$ cat src/rtl/ring_draw_sched.sv
// Clears the screen with the fillscreen engine, then draws concentric rings with the circle engine on one shared VGA port.
// Build option: define RING_COLOUR_CYCLE_EN to colour ring i as (i mod 7)+1 instead of using the colour input.
module ring_draw_sched #(
  parameter int MAX_RINGS = 15,
  parameter int CNT_W     = 4
) (
  input  logic             clk,
  input  logic             rst_n,
  input  logic             start,
  output logic             done,
  input  logic [2:0]       colour,
  input  logic [7:0]       centre_x,
  input  logic [6:0]       centre_y,
  input  logic [7:0]       base_radius,
  input  logic [7:0]       step,
  input  logic [CNT_W-1:0] count,
  output logic             fill_start,
  input  logic             fill_done,
  input  logic [7:0]       fill_vga_x,
  input  logic [6:0]       fill_vga_y,
  input  logic [2:0]       fill_vga_colour,
  input  logic             fill_vga_plot,
  output logic             circ_start,
  input  logic             circ_done,
  output logic [2:0]       circ_colour,
  output logic [7:0]       circ_centre_x,
  output logic [6:0]       circ_centre_y,
  output logic [7:0]       circ_radius,
  input  logic [7:0]       circ_vga_x,
  input  logic [6:0]       circ_vga_y,
  input  logic [2:0]       circ_vga_colour,
  input  logic             circ_vga_plot,
  output logic [7:0]       vga_x,
  output logic [6:0]       vga_y,
  output logic [2:0]       vga_colour,
  output logic             vga_plot,
  output logic [2:0]       dbg_state
);

  // Handshake (both directions): the requester holds start high until it sees done high,
  // then drops start; the responder holds done high until it sees start low.
  typedef enum logic [2:0] {
    S_IDLE     = 3'd0,
    S_FILL     = 3'd1,
    S_FILL_REL = 3'd2,
    S_CIRC     = 3'd3,
    S_CIRC_REL = 3'd4,
    S_DONE     = 3'd5
  } state_e;

  localparam logic [CNT_W-1:0] MAX_C = CNT_W'(MAX_RINGS);

  state_e           state_q, state_d;
  logic [CNT_W-1:0] idx_q, idx_d, cnt_q, cnt_d;
  logic [7:0]       cx_q, cx_d, step_q, step_d, radius_q, radius_d;
  logic [6:0]       cy_q, cy_d;
  logic [2:0]       col_q, col_d;
  logic [8:0]       next_radius;
  logic [CNT_W:0]   idx_inc;

  always_ff @(posedge clk) begin
    if (!rst_n) begin
      state_q  <= S_IDLE;
      idx_q    <= '0;
      cnt_q    <= '0;
      cx_q     <= '0;
      cy_q     <= '0;
      col_q    <= '0;
      step_q   <= '0;
      radius_q <= '0;
    end else begin
      state_q  <= state_d;
      idx_q    <= idx_d;
      cnt_q    <= cnt_d;
      cx_q     <= cx_d;
      cy_q     <= cy_d;
      col_q    <= col_d;
      step_q   <= step_d;
      radius_q <= radius_d;
    end
  end

  always_comb begin
    state_d     = state_q;
    idx_d       = idx_q;
    cnt_d       = cnt_q;
    cx_d        = cx_q;
    cy_d        = cy_q;
    col_d       = col_q;
    step_d      = step_q;
    radius_d    = radius_q;
    next_radius = {1'b0, radius_q} + {1'b0, step_q};
    idx_inc     = {1'b0, idx_q} + {{CNT_W{1'b0}}, 1'b1};
    case (state_q)
      S_IDLE: begin
        if (start) begin
          cx_d     = centre_x;
          cy_d     = centre_y;
          step_d   = step;
          radius_d = base_radius;
          cnt_d    = (count > MAX_C) ? MAX_C : count;
          idx_d    = '0;
`ifdef RING_COLOUR_CYCLE_EN
          col_d    = 3'd1;
`else
          col_d    = colour;
`endif
          state_d  = S_FILL;
        end
      end
      S_FILL:     if (fill_done) state_d = S_FILL_REL;
      S_FILL_REL: if (!fill_done) state_d = (cnt_q != '0) ? S_CIRC : S_DONE;
      S_CIRC:     if (circ_done) state_d = S_CIRC_REL;
      S_CIRC_REL: begin
        if (!circ_done) begin
          idx_d = idx_inc[CNT_W-1:0];
          // A ring whose radius would pass 255 ends the sequence instead of wrapping.
          if ((idx_inc < {1'b0, cnt_q}) && !next_radius[8]) begin
            state_d  = S_CIRC;
            radius_d = next_radius[7:0];
`ifdef RING_COLOUR_CYCLE_EN
            col_d    = (col_q == 3'd7) ? 3'd1 : col_q + 3'd1;
`endif
          end else begin
            state_d = S_DONE;
          end
        end
      end
      S_DONE:     if (!start) state_d = S_IDLE;
      default:    state_d = S_IDLE;
    endcase
  end

  always_comb begin
    vga_x      = '0;
    vga_y      = '0;
    vga_colour = '0;
    vga_plot   = 1'b0;
    case (state_q)
      S_FILL, S_FILL_REL: begin
        vga_x      = fill_vga_x;
        vga_y      = fill_vga_y;
        vga_colour = fill_vga_colour;
        vga_plot   = fill_vga_plot;
      end
      S_CIRC, S_CIRC_REL: begin
        vga_x      = circ_vga_x;
        vga_y      = circ_vga_y;
        vga_colour = circ_vga_colour;
        vga_plot   = circ_vga_plot;
      end
      default: ;
    endcase
  end

  assign done          = (state_q == S_DONE);
  assign fill_start    = (state_q == S_FILL);
  assign circ_start    = (state_q == S_CIRC);
  assign circ_colour   = col_q;
  assign circ_centre_x = cx_q;
  assign circ_centre_y = cy_q;
  assign circ_radius   = radius_q;
  assign dbg_state     = state_q;

endmodule
$ cat config.mk
export PLATFORM = sky130hd
export DESIGN_NAME = ring_draw_sched
export DESIGN_NICKNAME = d
export VERILOG_FILES = /design/src/rtl/ring_draw_sched.sv
export SDC_FILE = /design/constraint.sdc
export NUM_CORES = 1
export LEC_CHECK = 0
export CORE_MARGIN = 3
export CORE_UTILIZATION = 40
export DETAILED_ROUTE_END_ITERATION = 8
export GPL_TIMING_DRIVEN = 0
export PLACE_DENSITY = 0.81
export SYNTH_ARGS = -nofsm -noshare
export SYNTH_HDL_FRONTEND = slang
export SYNTH_SLANG_ARGS = --single-unit
$ cat constraint.sdc
create_clock -name clk -period 2.7 [get_ports clk]
set_input_delay 0.405 -clock clk [delete_from_list [all_inputs] [get_ports clk]]
set_output_delay 0.405 -clock clk [all_outputs]
set_load 0.01 [all_outputs]
==> metrics.log <==
INFO  metric routedWlPerCell = 15.7 um
INFO  metric async_reset_ff_share = 0%
INFO  metric clkLatencyLatePin = 0.30 ns
INFO  metric max_capacitance_violation_total = 0
INFO  metric synthToLayoutAreaGrowth = 59.1%
INFO  metric syn-mean-instance-area = 8.01 sq um
INFO  metric worst_hold_path_stage_count = 2
INFO  metric fin_crit = 2.61 ns
INFO  metric timing.critical_path.fanout_max = 10
INFO  metric pin_count = 132
INFO  metric numClockSinks = 45
INFO  metric holdCritStartpoint = circ_colour[2]
INFO  metric grt_pass1_wl = 13.2 mm
INFO  metric fin_tns_setup = 0 ns
INFO  metric criticalPathCategory = flip-flop to output pin
INFO  metric ys_top_cells_by_area = dfxtp_1, nand2_1, a21oi_1
INFO  metric critical_path_arrival = 2.20 ns
INFO  metric via_count = 2856
INFO  metric proportion_of_netlist_area_held_by_the_largest_area_contributor = 35.2%
INFO  metric post_cts_hold_buffer_count = 0
INFO  metric register_to_register_setup_slack = 0.29 ns
INFO  metric maximum_number_of_pins_on_one_net_before_global_route_repair = 15
INFO  metric tritoncts = yes
INFO  metric worst_slew_margin_rel = 64.0%
INFO  metric synth_sequential_area_ratio = 35.2%
INFO  metric port_buffers = 131
INFO  metric die_y = 85.9 um
INFO  metric finalCritPeriodShare = 96.6%
INFO  metric dieWidth = 85.9 um
INFO  metric filler_cell_count = 522
INFO  metric cts.reportedPaths.clkPinSlew = 0.09 ns
INFO  metric numCtsBuffers = 5
INFO  metric fmax = 384 MHz
INFO  metric static-leakage-power = 1.64 nW
INFO  metric synthDistinctLibCells = 53
INFO  metric finalWirelength = 8.38 mm
INFO  metric synth_flop_cell = dfxtp_1
INFO  metric design.die.area = 7390 sq um
INFO  metric dpl.hpwl = 6.57 mm
INFO  metric drt-pass1-iter-count = 4
INFO  metric postRouteAntennaNets = 0
INFO  metric grt_pass1_vias = 2784
INFO  metric critical_path.reg2reg.startpoint = circ_radius[0]
INFO  metric synth-edff-count = 0
INFO  metric tightestPinTransition = 0.537 ns
INFO  metric placement.setup.worst_slack = 0.106 ns
INFO  metric placement_rows = 28
INFO  metric routed_via_density = 5.36
INFO  metric grt_remaining_overflow = 0
INFO  metric postLayoutSetupSlackWorst = 0.0930 ns
INFO  metric starting_density_of_the_core = 42.2%
INFO  metric cts.htree.levels = 2
INFO  metric yosys.area.top_type = dfxtp_1
INFO  metric drt_iter0_markers = 173
INFO  metric worstHoldEndpoint = circ_colour[2]
INFO  metric synthCells = 319
INFO  metric final-hold-violation-count = 0
INFO  metric end_kind = output pin
INFO  metric synth_most_common_cell = nand2_1
INFO  metric critical_path.reg2reg.endpoint = circ_radius[1]
INFO  metric fin_skew = 0.00427 ns
INFO  metric slew_violations = 0
INFO  metric clk_path_buf_depth = 2
INFO  metric grt.total_usage = 22.1%
INFO  metric worst_r2r_path_depth = 7
INFO  metric grt_antenna_before_repair = 0
INFO  metric layout-drive-gt1-share = 5.90%
INFO  metric core-area = 6060 sq um
INFO  metric synth_commonest_cells = nand2_1, dfxtp_1, a21oi_1
INFO  metric start_kind = flip-flop
INFO  metric synth-warning-count = 0
INFO  metric run_status = completed
INFO  metric syn_nets = 413
INFO  metric ir_drop = 0.668 mV
INFO  metric critPathRequiredTime = 2.30 ns
INFO  metric cts.repair_timing.setup_buffer_count = 0
INFO  metric gp_routability_congestion = 0.873
INFO  metric post_synth_instance_area = 2560 sq um
INFO  metric finalNetCount = 551
INFO  metric num_antenna_cells = 0
INFO  metric rsz0062_at_grt = no
INFO  metric drcViolationCount = 0
INFO  metric timing.hold.worst.class = flip-flop to flip-flop
INFO  metric cellPowerDensity = 925 nW/um^2
INFO  metric synth.ff_latch_count = 45
INFO  metric report.final.setup_viol = 0
INFO  metric cts-root-buf = clkbuf_8
## metal layers
layer	global-route usage (%)	part of all wire (%)
met1	24.8	38
met2	40.4	50
met3	6.63	11
met4	5.61	0.98
met5	0	0
## how the worst max path moves through the flow
stage          slack (ns)        endpoint  cells past startpoint           start
2_1_floorplan        0.63  circ_radius[1]                      7  circ_radius[0]
3_3_place_gp         0.13        vga_y[4]                      8    dbg_state[0]
3_5_place_dp         0.11        vga_y[4]                      8    dbg_state[0]
4_1_cts              0.07        vga_y[5]                      7    dbg_state[0]
5_1_grt           0.00004        vga_y[2]                      7    dbg_state[0]
6_report             0.09        vga_y[2]                      7    dbg_state[0]
## sequential cells by signal (all words and copies together) (netlist names)
signal and count:
circ_centre_x 8, circ_radius 8, step_q 8, circ_centre_y 7, cnt_q 4, idx_q 4, circ_colour 3, dbg_state 3
## through the flow
stage	area, sq um	util (%)	std cells	power (mW)	hold WS [ns]
after floorplan	2560	-	319	2.31	0.440
after global placement	3960	65.4	525	3.32	0.442
after detailed placement	3960	65.4	525	3.38	0.448
after CTS	4060	67.0	533	3.79	0.458
after global routing	4070	67.1	533	4.04	0.475
final	4070	67.1	533	3.76	0.458
## cell type report
class / instances / area, sq um / share of cell area (%)
Multi-Input combinational cell: 247 / 1540 / 37.9
Timing Repair Buffer: 131 / 1300 / 32.1
Sequential cell: 45 / 901 / 22.1
Buffer: 21 / 118 / 2.89
Tap cell: 75 / 93.8 / 2.31
Clock buffer: 6 / 72.6 / 1.78
Inverter: 6 / 22.5 / 0.554
Clock inverter: 2 / 15.0 / 0.369
## what timing repair did
action | in CTS | in global routing
endpoints found under the setup margin | 10 | 5
pin swaps | 0 | 0
gates resized for setup | 17 | 3
gates cloned | 0 | 0
## cells by family (layout without fill, tap and decap cells)
| kind of cell | after synthesis | in the layout | synth area share (%) |
|---|---|---|---|
| DFF | 45 | 45 | 35.2 |
| muxes | 5 | 5 | 2.01 |
| xor gates and xnor gates | 5 | 5 | 1.71 |
| and+or+nand+nor | 123 | 123 | 22.8 |
| AOI/OAI and AO/OA | 101 | 101 | 26.8 |
| buffers and inverters | 27 | 166 | 4.75 |
| adders and majority gates | 13 | 13 | 6.66 |
## layout by cell type (no fill, tap or decap), types with 3 or more instances in the layout
cell type / Yosys / layout
a211oi_1: 3 / 3
a21oi_1: 40 / 40
a22o_1: 19 / 19
a311oi_1: 6 / 6
buf_2: 10 / 7
clkbuf_1: 10 / 11
clkbuf_8: 0 / 5
clkdlybuf4s50_1: 0 / 119
dfxtp_1: 45 / 45
dlygate4sd2_1: 0 / 10
ha_1: 12 / 12
inv_1: 5 / 5
mux2i_1: 4 / 4
nand2_1: 76 / 76
nand2b_1: 4 / 4
nand3_1: 4 / 4
nor2_1: 7 / 7
nor2b_1: 4 / 3
nor3_1: 9 / 9
o211ai_1: 5 / 5
o21ai_0: 9 / 9
o31ai_1: 3 / 3
xnor2_1: 3 / 3
## worst max-delay path: stages, from the launching register on
cell and delay, ns:
dfxtp_1 0.33, buf_6 0.14, or3b_1 0.33, buf_2 0.16, nand2b_1 0.10, buf_6 0.15
a22o_1 0.17, clkdlybuf4s50_1 0.53
## report_power, final
| part | switching (mW) | internal [mW] |
|---|---|---|
| clock | 0.243 | 0.183 |
| sequential | 0.130 | 0.831 |
| combinational | 1.20 | 1.18 |
(Power assumes the default switching activity.)
